## config.mk

```make
export PLATFORM = sky130hd
export DESIGN_NAME = mips_control_register_scoreboard
export DESIGN_NICKNAME = d
export VERILOG_FILES = /design/src/rtl/mips_control_register_scoreboard.sv
export SDC_FILE = /design/constraint.sdc
export NUM_CORES = 1
export LEC_CHECK = 0
export CAP_MARGIN = 20
export CORE_MARGIN = 3
export CORE_UTILIZATION = 57
export DETAILED_ROUTE_END_ITERATION = 10
export PLACE_DENSITY_LB_ADDON = 0.08
export SKIP_LAST_GASP = 1
export SYNTH_ARGS = -nofsm -noshare
export SYNTH_HDL_FRONTEND = slang
export SYNTH_SLANG_ARGS = --single-unit
```

## constraint.sdc

```tcl
create_clock -name clock -period 4.4 [get_ports clock]
set_clock_uncertainty 0.15 [all_clocks]
set_input_delay 0.88 -clock clock [delete_from_list [all_inputs] [get_ports clock]]
set_output_delay 0.88 -clock clock [all_outputs]
set_load 0.02 [all_outputs]
```

## src/rtl/mips_control_register_scoreboard.sv

```systemverilog
// Register-hazard scoreboard for decode/issue: per-register pending-write counters
// gate issueReady on source/destination hazards and saturation.
module mips_control_register_scoreboard #(
  parameter int ADDR_W      = 5,
  parameter int CNT_W       = 2,
  parameter int FORWARD_ALU = 1
) (
  input  logic                      clock,
  input  logic                      reset,
  input  logic                      issueValid,
  output logic                      issueReady,
  input  logic                      src1Used,
  input  logic [ADDR_W-1:0]         src1Addr,
  input  logic                      src2Used,
  input  logic [ADDR_W-1:0]         src2Addr,
  input  logic                      writeEnable,
  input  logic [ADDR_W-1:0]         writeAddr,
  input  logic                      writeIsLoad,
  input  logic                      retireValid,
  input  logic [ADDR_W-1:0]         retireAddr,
  input  logic                      retireIsLoad,
  input  logic                      flush,
  output logic [ADDR_W+CNT_W-1:0]   inFlight,
  output logic                      underflowErr
);

  localparam int NUM_REGS = 2**ADDR_W;
  localparam int IF_W     = ADDR_W + CNT_W;
  localparam logic [CNT_W-1:0] CNT_MAX = '1;

  logic [CNT_W-1:0] pend_q [NUM_REGS];
  logic [CNT_W-1:0] pend_d [NUM_REGS];
  logic [CNT_W-1:0] load_q [NUM_REGS];
  logic [CNT_W-1:0] load_d [NUM_REGS];
  logic [IF_W-1:0]  in_flight_q, in_flight_d;
  logic             underflow_q, underflow_d;

  logic blk1, blk2, sat, fire, wr_en, ret_en, ret_ok;
  logic inc, dec, inc_l, dec_l;

  // A register blocks readers while its relevant count is non-zero, unless the
  // write retiring this very cycle is the last one that would block it.
  function automatic logic is_blocking(input logic [ADDR_W-1:0] a,
                                       input logic [CNT_W-1:0]  pend_a,
                                       input logic [CNT_W-1:0]  load_a,
                                       input logic              ret_hit,
                                       input logic              ret_load);
    logic [CNT_W-1:0] cnt;
    logic             drops;
    cnt   = (FORWARD_ALU != 0) ? load_a : pend_a;
    drops = ret_hit && (cnt == CNT_W'(1)) && ((FORWARD_ALU == 0) || ret_load);
    return (a != '0) && (cnt != '0) && !drops;
  endfunction

  // Handshake: an instruction issues (fire) on any cycle where issueValid and
  // issueReady are both high; issueReady never looks at issueValid, and
  // decode must hold the instruction steady until it fires.
  always_comb begin
    blk1 = src1Used && is_blocking(src1Addr, pend_q[src1Addr], load_q[src1Addr],
                                   retireValid && (retireAddr == src1Addr), retireIsLoad);
    blk2 = src2Used && is_blocking(src2Addr, pend_q[src2Addr], load_q[src2Addr],
                                   retireValid && (retireAddr == src2Addr), retireIsLoad);
    sat  = writeEnable && (writeAddr != '0) && (pend_q[writeAddr] == CNT_MAX)
           && !(retireValid && (retireAddr == writeAddr));
    issueReady = !flush && !blk1 && !blk2 && !sat;

    fire   = issueValid && issueReady;
    wr_en  = fire && writeEnable && (writeAddr != '0);
    ret_en = retireValid && (retireAddr != '0);
    ret_ok = ret_en && (pend_q[retireAddr] != '0);

    inc   = 1'b0;
    dec   = 1'b0;
    inc_l = 1'b0;
    dec_l = 1'b0;
    for (int r = 0; r < NUM_REGS; r++) begin
      inc   = wr_en && (writeAddr == ADDR_W'(r));
      dec   = ret_ok && (retireAddr == ADDR_W'(r));
      inc_l = inc && writeIsLoad && (load_q[r] != CNT_MAX);
      dec_l = dec && retireIsLoad && (load_q[r] != '0);
      if (r == 0 || flush) begin
        pend_d[r] = '0;
        load_d[r] = '0;
      end else begin
        pend_d[r] = pend_q[r] + CNT_W'(inc) - CNT_W'(dec);
        load_d[r] = load_q[r] + CNT_W'(inc_l) - CNT_W'(dec_l);
      end
    end

    in_flight_d = flush ? '0 : (in_flight_q + IF_W'(wr_en) - IF_W'(ret_ok));
    underflow_d = underflow_q | (ret_en && (pend_q[retireAddr] == '0));
  end

  always_ff @(posedge clock) begin
    if (reset) begin
      for (int r = 0; r < NUM_REGS; r++) begin
        pend_q[r] <= '0;
        load_q[r] <= '0;
      end
      in_flight_q <= '0;
      underflow_q <= 1'b0;
    end else begin
      pend_q      <= pend_d;
      load_q      <= load_d;
      in_flight_q <= in_flight_d;
      underflow_q <= underflow_d;
    end
  end

  assign inFlight     = in_flight_q;
  assign underflowErr = underflow_q;

endmodule

```

==> results of run 1 <==
==> flip-flops by register name, summed over array words and instances, names as in the netlist <==
| name | count |
|---|---|
| inFlight | 7 |
| load_q | 62 |
| pend_q | 62 |
| underflowErr | 1 |
==> power breakdown <==
group | leakage, uW | switching, uW | internal, uW | total [uW]
Sequential | 0.00106 | 10.2 | 1210 | 1220
Combinational | 0.00442 | 291 | 227 | 518
Clock | 0.000265 | 548 | 773 | 1320
==> worst min path at each step <==
stage | from | end | slack (ps)
global placement | underflowErr | underflowErr | 370
floorplan | pend_q[3] | pend_q[3] | 340
finish | underflowErr | underflowErr | 390
global route | underflowErr | underflowErr | 420
CTS | underflowErr | underflowErr | 380
detailed placement | underflowErr | underflowErr | 370
==> routing by layer <==
metal / vias to the layer above / GRT usage (%)
li1: 4369 / -
met1: 4397 / 41.4
met2: 430 / 48.7
met3: 117 / 6.22
met4: 0 / 15.9
met5: - / 0
==> cell usage in the layout (no fill, tap or decap), types with 11 or more instances in the layout <==
cell	n
nand3_1	23
nor2_1	168
mux4_2	35
nor3_1	45
nand2_1	29
and2_1	64
clkbuf_16	17
a21oi_1	11
dfxtp_1	132
xor2_1	73
clkdlybuf4s50_1	30
inv_1	80
buf_4	97
ha_1	130
a211oi_1	16
a2111oi_0	14
nor2b_1	15
mux2i_1	11
nand4_1	71
xnor2_1	68
==> what timing repair did <==
item | in CTS | in global routing
gates cloned | 3 | 0
gates resized for setup | 23 | 13
endpoints found under the setup margin | 20 | 5
pin swaps | 10 | 5
setup buffers | 5 | 4
==> final cells by class <==
type,instances,area (um2)
flip-flops and latches,132,2640
well taps,229,287
clock buffers,23,488
fillers,1475,5700
repair buffers,150,1390
clock inverters,8,52.6
inverters,80,300
multi-input cells,898,7220
==> cells by family after synthesis <==
logic type	Yosys count	share of synthesized area [%]
simple gates	466	23.1
mux	56	9.58
compound gates	103	7.60
flops	132	25.1
buf+inv	159	7.19
fa+ha+maj	132	15.7
xor+xnor	141	11.7
==> worst reg2reg max path, stage by stage, from the launching register on <==
cell and delay [ps]:
dfxtp_1 390, mux4_2 480, mux2_2 280, a221oi_1 280, a221o_2 240, nand4_1 100
ha_1 330, inv_1 80, ha_2 170, inv_1 60, fa_2 340, nor2b_2 130
o21ai_1 120, a21oi_2 160, o21a_1 140, o21ai_0 80, nor3b_1 140
==> stage by stage <==
stage / hold WS, ps / total power [uW] / cell area [um2] / setup TNS, ps
after floorplan: 344 / 1530 / 10600 / -127
after CTS: 378 / 3060 / 12300 / 0
after global placement: 365 / 1710 / 11600 / -31660
final: 386 / 3060 / 12400 / 0
after global routing: 417 / 3160 / 12400 / -115
after detailed placement: 371 / 1720 / 11600 / -40150
==> impl_results.md, run 1 <==
* Status: complete, no violations
* Post-DR vias/cell at a little over 6
* Placed cells at 1477
* Non-Filler Instances at ~1500
* Clk buf depth at 2
* Die Width at 142 um
* # IOs at 39
* RSZ-0062 raised after global routing: true
* Worst-path clk slew at 60 ps
* Cells after Synth at 1189
* Root buffer cell: clkbuf_16
* Period utilisation layout at a little under 100%
* Area growth, synth to finish at 17.5%
* Initial antenna violation count at 0
* Pwr dens at 247 nW/um2
* Uppermost layer routed: met4
* TritonRoute pass-1 iters at 6
* WP depth at 19
* VDD IR max at 0.000286 V
* Synthesized area at between 10000 and 15000 um2
* Yosys warnings at 0
* TritonCTS Buffers at 17
* Data required time of the worst path at 4550 ps
* 1st-iter DRT viols at 1012
* CP startpoint: src1Addr[2]
* CP Capture Point: inFlight[6]
* Count leader, synth: nor2_1
* Max_cap viols at 0
* Routed via count at 9313
* Routed length per placed instance at 20.2 um
* Post-CTS Hold Buffers at 0
* PortBufs at 38
* Top post-synthesis cells by area: dfxtp_1, ha_1, mux4_2
* Total global routing overflow at 0
* Diodes inserted at 0
* Part of the Yosys area used for sequential elements at roughly a quarter
* Vias in the first global route at approximately 9000
* Synth unique cells at 65
* H-tree depth at 4
* Area share of the largest cell type after synthesis at 25.1%
* Worst R2R End: inFlight[6]
* Core Area at 18100 um2
* Die boundary height at 142 um
* Top FF cell, synth: dfxtp_1
* Met2 WL at 13.9 mm
* Max-slew violation count at 0
* Post-Route M1 WL at 12.9 mm
* Max_slew headroom at between 30% and 40%
* Top cells by count, synth: nor2_1, dfxtp_1, ha_1
* Tot GR Track Use at 31.3%
* Final hold vios at 0
* Finish-stage setup viols at 0
* CP max stage cell: clkdlybuf4s50_1
* Global-route wire length before repair at 49.0 mm
* Met3 wirelength from detailed routing at 2.26 mm
* Cell family with most CP delay: compound AO/OA/AOI/OAI gates
* Area leader, netlist: dfxtp_1
* Critical path cell sequence: clkdlybuf4s50_1, buf_4, buf_4, mux4_2, mux2_2, a221oi_1, a221o_2, nand4_1, ha_1, inv_1, ha_2, inv_1, fa_2, nor2b_2, o21ai_1, a21oi_2, o21a_1, o21ai_0, nor3b_1
* Hold path cells at 2
* Syn_nets at approximately 1400
* F_max at 229 MHz
* Largest net degree at the start of global routing at 62
* Dpl hpwl at 22.2 mm
* Critical Path AT at ~4500 ps
* Fraction of layout instances using a drive strength above 1 at 17.7%
* Crit path time final at 4370 ps
* Final net count at between 1000 and 1500
* Syn_area_per_cell at about 8.9 um2
* Crit-path max FO at 3
* Starting Density at 58.3%
* FFs w/ async S/R, synth at 0%
* Clock sink count at 132
* DRC violations left at 0
* Later-pin clock latency in the skew report at 430 ps
* Post-DRT Antenna Nets at 0
* Post-synth EDFFs at 0
* Critical path class: input pin to flop
* Critical path's largest stage delay at 460 ps
* Reg2reg setup slack at 600 ps
* Final core occ at 68.5%
* Gpl congestion at 0.949
* Final setup margin at 34.4 ps
* CTS tree: done
* Pre-CTS setup slack at -785 ps
* Setup crit start kind: input pin
* Reg2reg start: load_q[42]
* Hold WC Path Type: flop to flop
* Rows at 49
* Tightest Pin Transition at 965 ps
* Die area at roughly 20000 um2
* Nature of the critical path endpoint: flop
* Yosys reg bits at 132
* Total Wirelength at approximately 31 mm
* R2R cell count at 16
* Buffers & Inverters on Critical Path at 5
* Leakage at 0.00575 uW
Note: power is estimated with default switching activity, not from simulation.
==> run 2, diff against run 1 <==
SLEW_MARGIN = 20   (was unset)
TNS_END_PERCENT = 10   (was unset)
==> run 2 against run 1 <==
  * Sequential cell count is the same
  * Critical endpoint unchanged
  * Combinational power is essentially flat
  * Wire length grew 0.13%
  * Largest cell class unchanged
  * Sequential power is essentially flat
==> impl_results.md, run 2 (synthesis gave the netlist of run 1 again) <==
* # IOs at 39 (unchanged)
* Die area at 20200 um2 (unchanged)
* TritonCTS Buffers at 17 (unchanged)
* F_max at 230 MHz (+0.20%)
* Leakage at 0.00575 uW (about the same)
* Internal Power at 2210 uW (about the same)
* Critical Path AT at 4510 ps (about the same)
* Worst R2R End: inFlight[6]
* Reg2reg setup slack at 600 ps (about the same)
* Die boundary height at 142 um (unchanged)
* Starting Density at 58.3% (unchanged)
* Comb pwr share at 17.0% (about the same)
* Most common cell after layout, fill and taps aside: nor2_1
* Reg2reg start: load_q[42]
* Global-route wire length before repair at 49.0 mm (unchanged)
* Crit path time final at 4360 ps (-8.54 ps)
* Pwr dens at 247 nW/um2 (about the same)
* Final hold vios at 0 (unchanged)
* Max_slew headroom at 35.7% (about the same)
* Crit-path max FO at 3 (unchanged)
* Final setup margin at 42.9 ps (+8.54 ps)
* Setup_tns at 0 ps (unchanged)
* Hold EP: underflowErr
* Largest net degree at the start of global routing at 62 (unchanged)
* Dpl hpwl at 22.2 mm (unchanged)
* R2R cell count at 16 (unchanged)
* Clk buf depth at 2 (unchanged)
* Gpl congestion at 0.949 (unchanged)
* Uppermost layer routed: met4
* Finish-stage setup viols at 0 (unchanged)
* Total Wirelength at 30.8 mm (+0.13%)
* Area growth, synth to finish at 17.6% (about the same)
* Diodes inserted at 0 (unchanged)
* Met3 wirelength from detailed routing at 2.28 mm (+0.89%)
* Critical path class: input pin to flop
* Routed via count at 9298 (-0.16%)
* VDD IR max at 0.000286 V (+0.11%)
* Data required time of the worst path at 4550 ps (about the same)
* Clock sink count at 132 (unchanged)
* Period utilisation layout at 99.0% (-0.19 points)
* Psw at 850 uW (+0.17%)
* Rows at 49 (unchanged)
* Clock network power share at 43.2% (about the same)
* 1st-iter DRT viols at 999 (-1.3%)
* Placed cells at 1477 (unchanged)
* Min-delay src: underflowErr
* Post-DR vias/cell at 6.12 (-0.16%)
* DRC violations left at 0 (unchanged)
* Root buffer cell: clkbuf_16
* Core Area at 18100 um2 (unchanged)
* Hold WC Path Type: flop to flop
* Post-Route M1 WL at 12.9 mm (about the same)
* Final net count at 1441 (unchanged)
* Tot Pwr at 3060 uW (about the same)
* Met2 WL at 13.9 mm (-0.31%)
* Max-slew violation count at 0 (unchanged)
* Most frequent cells in the layout: nor2_1, dfxtp_1, ha_1
* Switching Fraction at 27.8% (about the same)
* Status: complete, no violations
* Tot GR Track Use at 31.3% (unchanged)
* Tightest Pin Transition at 965 ps (+0.148 ps)
* H-tree depth at 4 (unchanged)
* Worst-path clk slew at 60 ps (about the same)
* CTS tree: done
* Die Width at 142 um (unchanged)
* TritonRoute pass-1 iters at 6 (unchanged)
* Post-DRT Antenna Nets at 0 (unchanged)
* Max_cap viols at 0 (unchanged)
* Sequential power share at 39.8% (about the same)
* Hold path cells at 2 (unchanged)
* Routed length per placed instance at 20.3 um (+0.13%)
* Initial antenna violation count at 0 (unchanged)
* RSZ-0062 raised after global routing: true
* Post-CTS Hold Buffers at 0 (unchanged)
* Non-Filler Instances at 1520 (unchanged)
* Fraction of layout instances using a drive strength above 1 at 17.6% (-0.077 points)
* Fillers at 1473 (-0.14%)
* Nature of the critical path endpoint: flop
* Final core occ at 68.5% (about the same)
* Later-pin clock latency in the skew report at 430 ps (about the same)
* Pre-CTS setup slack at -785 ps (unchanged)
* PortBufs at 38 (unchanged)
* Total global routing overflow at 0 (unchanged)
* Setup crit start kind: input pin
* Vias in the first global route at 9021 (unchanged)
==> run 2: cell types whose count changed in the layout (fill, tap and decap cells not counted), sizes merged <==
cell	change
buf	-1
clkdlybuf4s15	+2
clkbuf	-1
==> run 2: final cells by class <==
cell class / count / area, um2 / area share (%)
Inverter: 80 / 300 / 2.42
Multi-Input combinational cell: 898 / 7220 / 58.3
Clock inverter: 8 / 52.6 / 0.424
Timing Repair Buffer: 150 / 1400 / 11.3
Tap cell: 229 / 287 / 2.31
Clock buffer: 23 / 488 / 3.94
Sequential cell: 132 / 2640 / 21.3
==> run 2: worst max-delay path by stage <==
stage / startpoint / to / slack (ps)
final: src1Addr[2] / inFlight[6] / 40
after CTS: writeAddr[1] / issueReady / 5
after floorplan: writeAddr[0] / inFlight[6] / -130
after global placement: retireAddr[1] / inFlight[6] / -750
after detailed placement: retireAddr[1] / inFlight[6] / -790
after global routing: src1Addr[1] / inFlight[6] / -110
==> run 2: power by group through the flow <==
stage	Sequential [uW]	Combinational (uW)	Clock, uW
after floorplan	1250	276	0
after global placement	1240	468	0
after detailed placement	1240	473	0
after CTS	1220	502	1340
after global routing	1220	555	1390
final	1220	519	1320
==> run 2: repair_timing <==
| action | in CTS | in global routing |
|---|---|---|
| buffers inserted | 5 | 4 |
| cloned | 3 | 0 |
| endpoints found under the hold margin | 0 | 0 |
| setup endpoints to repair | 20 | 5 |
| pin swaps | 10 | 5 |
| gates resized for setup | 23 | 11 |
==> run 2: worst max-delay path, stage by stage <==
cell,delay (ps)
clkdlybuf4s50_1,460
buf_4,130
buf_4,120
mux4_2,270
mux2_2,280
a221oi_1,280
a221o_2,240
nand4_1,100
ha_1,330
inv_1,80
ha_2,170
inv_1,60
fa_2,340
nor2b_2,130
o21ai_1,120
a21oi_2,160
o21a_1,140
o21ai_0,70
nor3b_1,140
==> run 2: metal layers <==
layer | vias to the layer above | track usage (%)
met1 | 4364 | 41.4
met3 | 124 | 6.22
met5 | - | 0
li1 | 4369 | -
met2 | 441 | 48.7
met4 | 0 | 15.9
==> run 2: per-stage QoR <==
stage / hold WS [ps] / instance area [um2]
2_1_floorplan: 344 / 10600
3_3_place_gp: 365 / 11600
3_5_place_dp: 371 / 11600
4_1_cts: 378 / 12300
5_1_grt: 417 / 12400
6_report: 386 / 12400
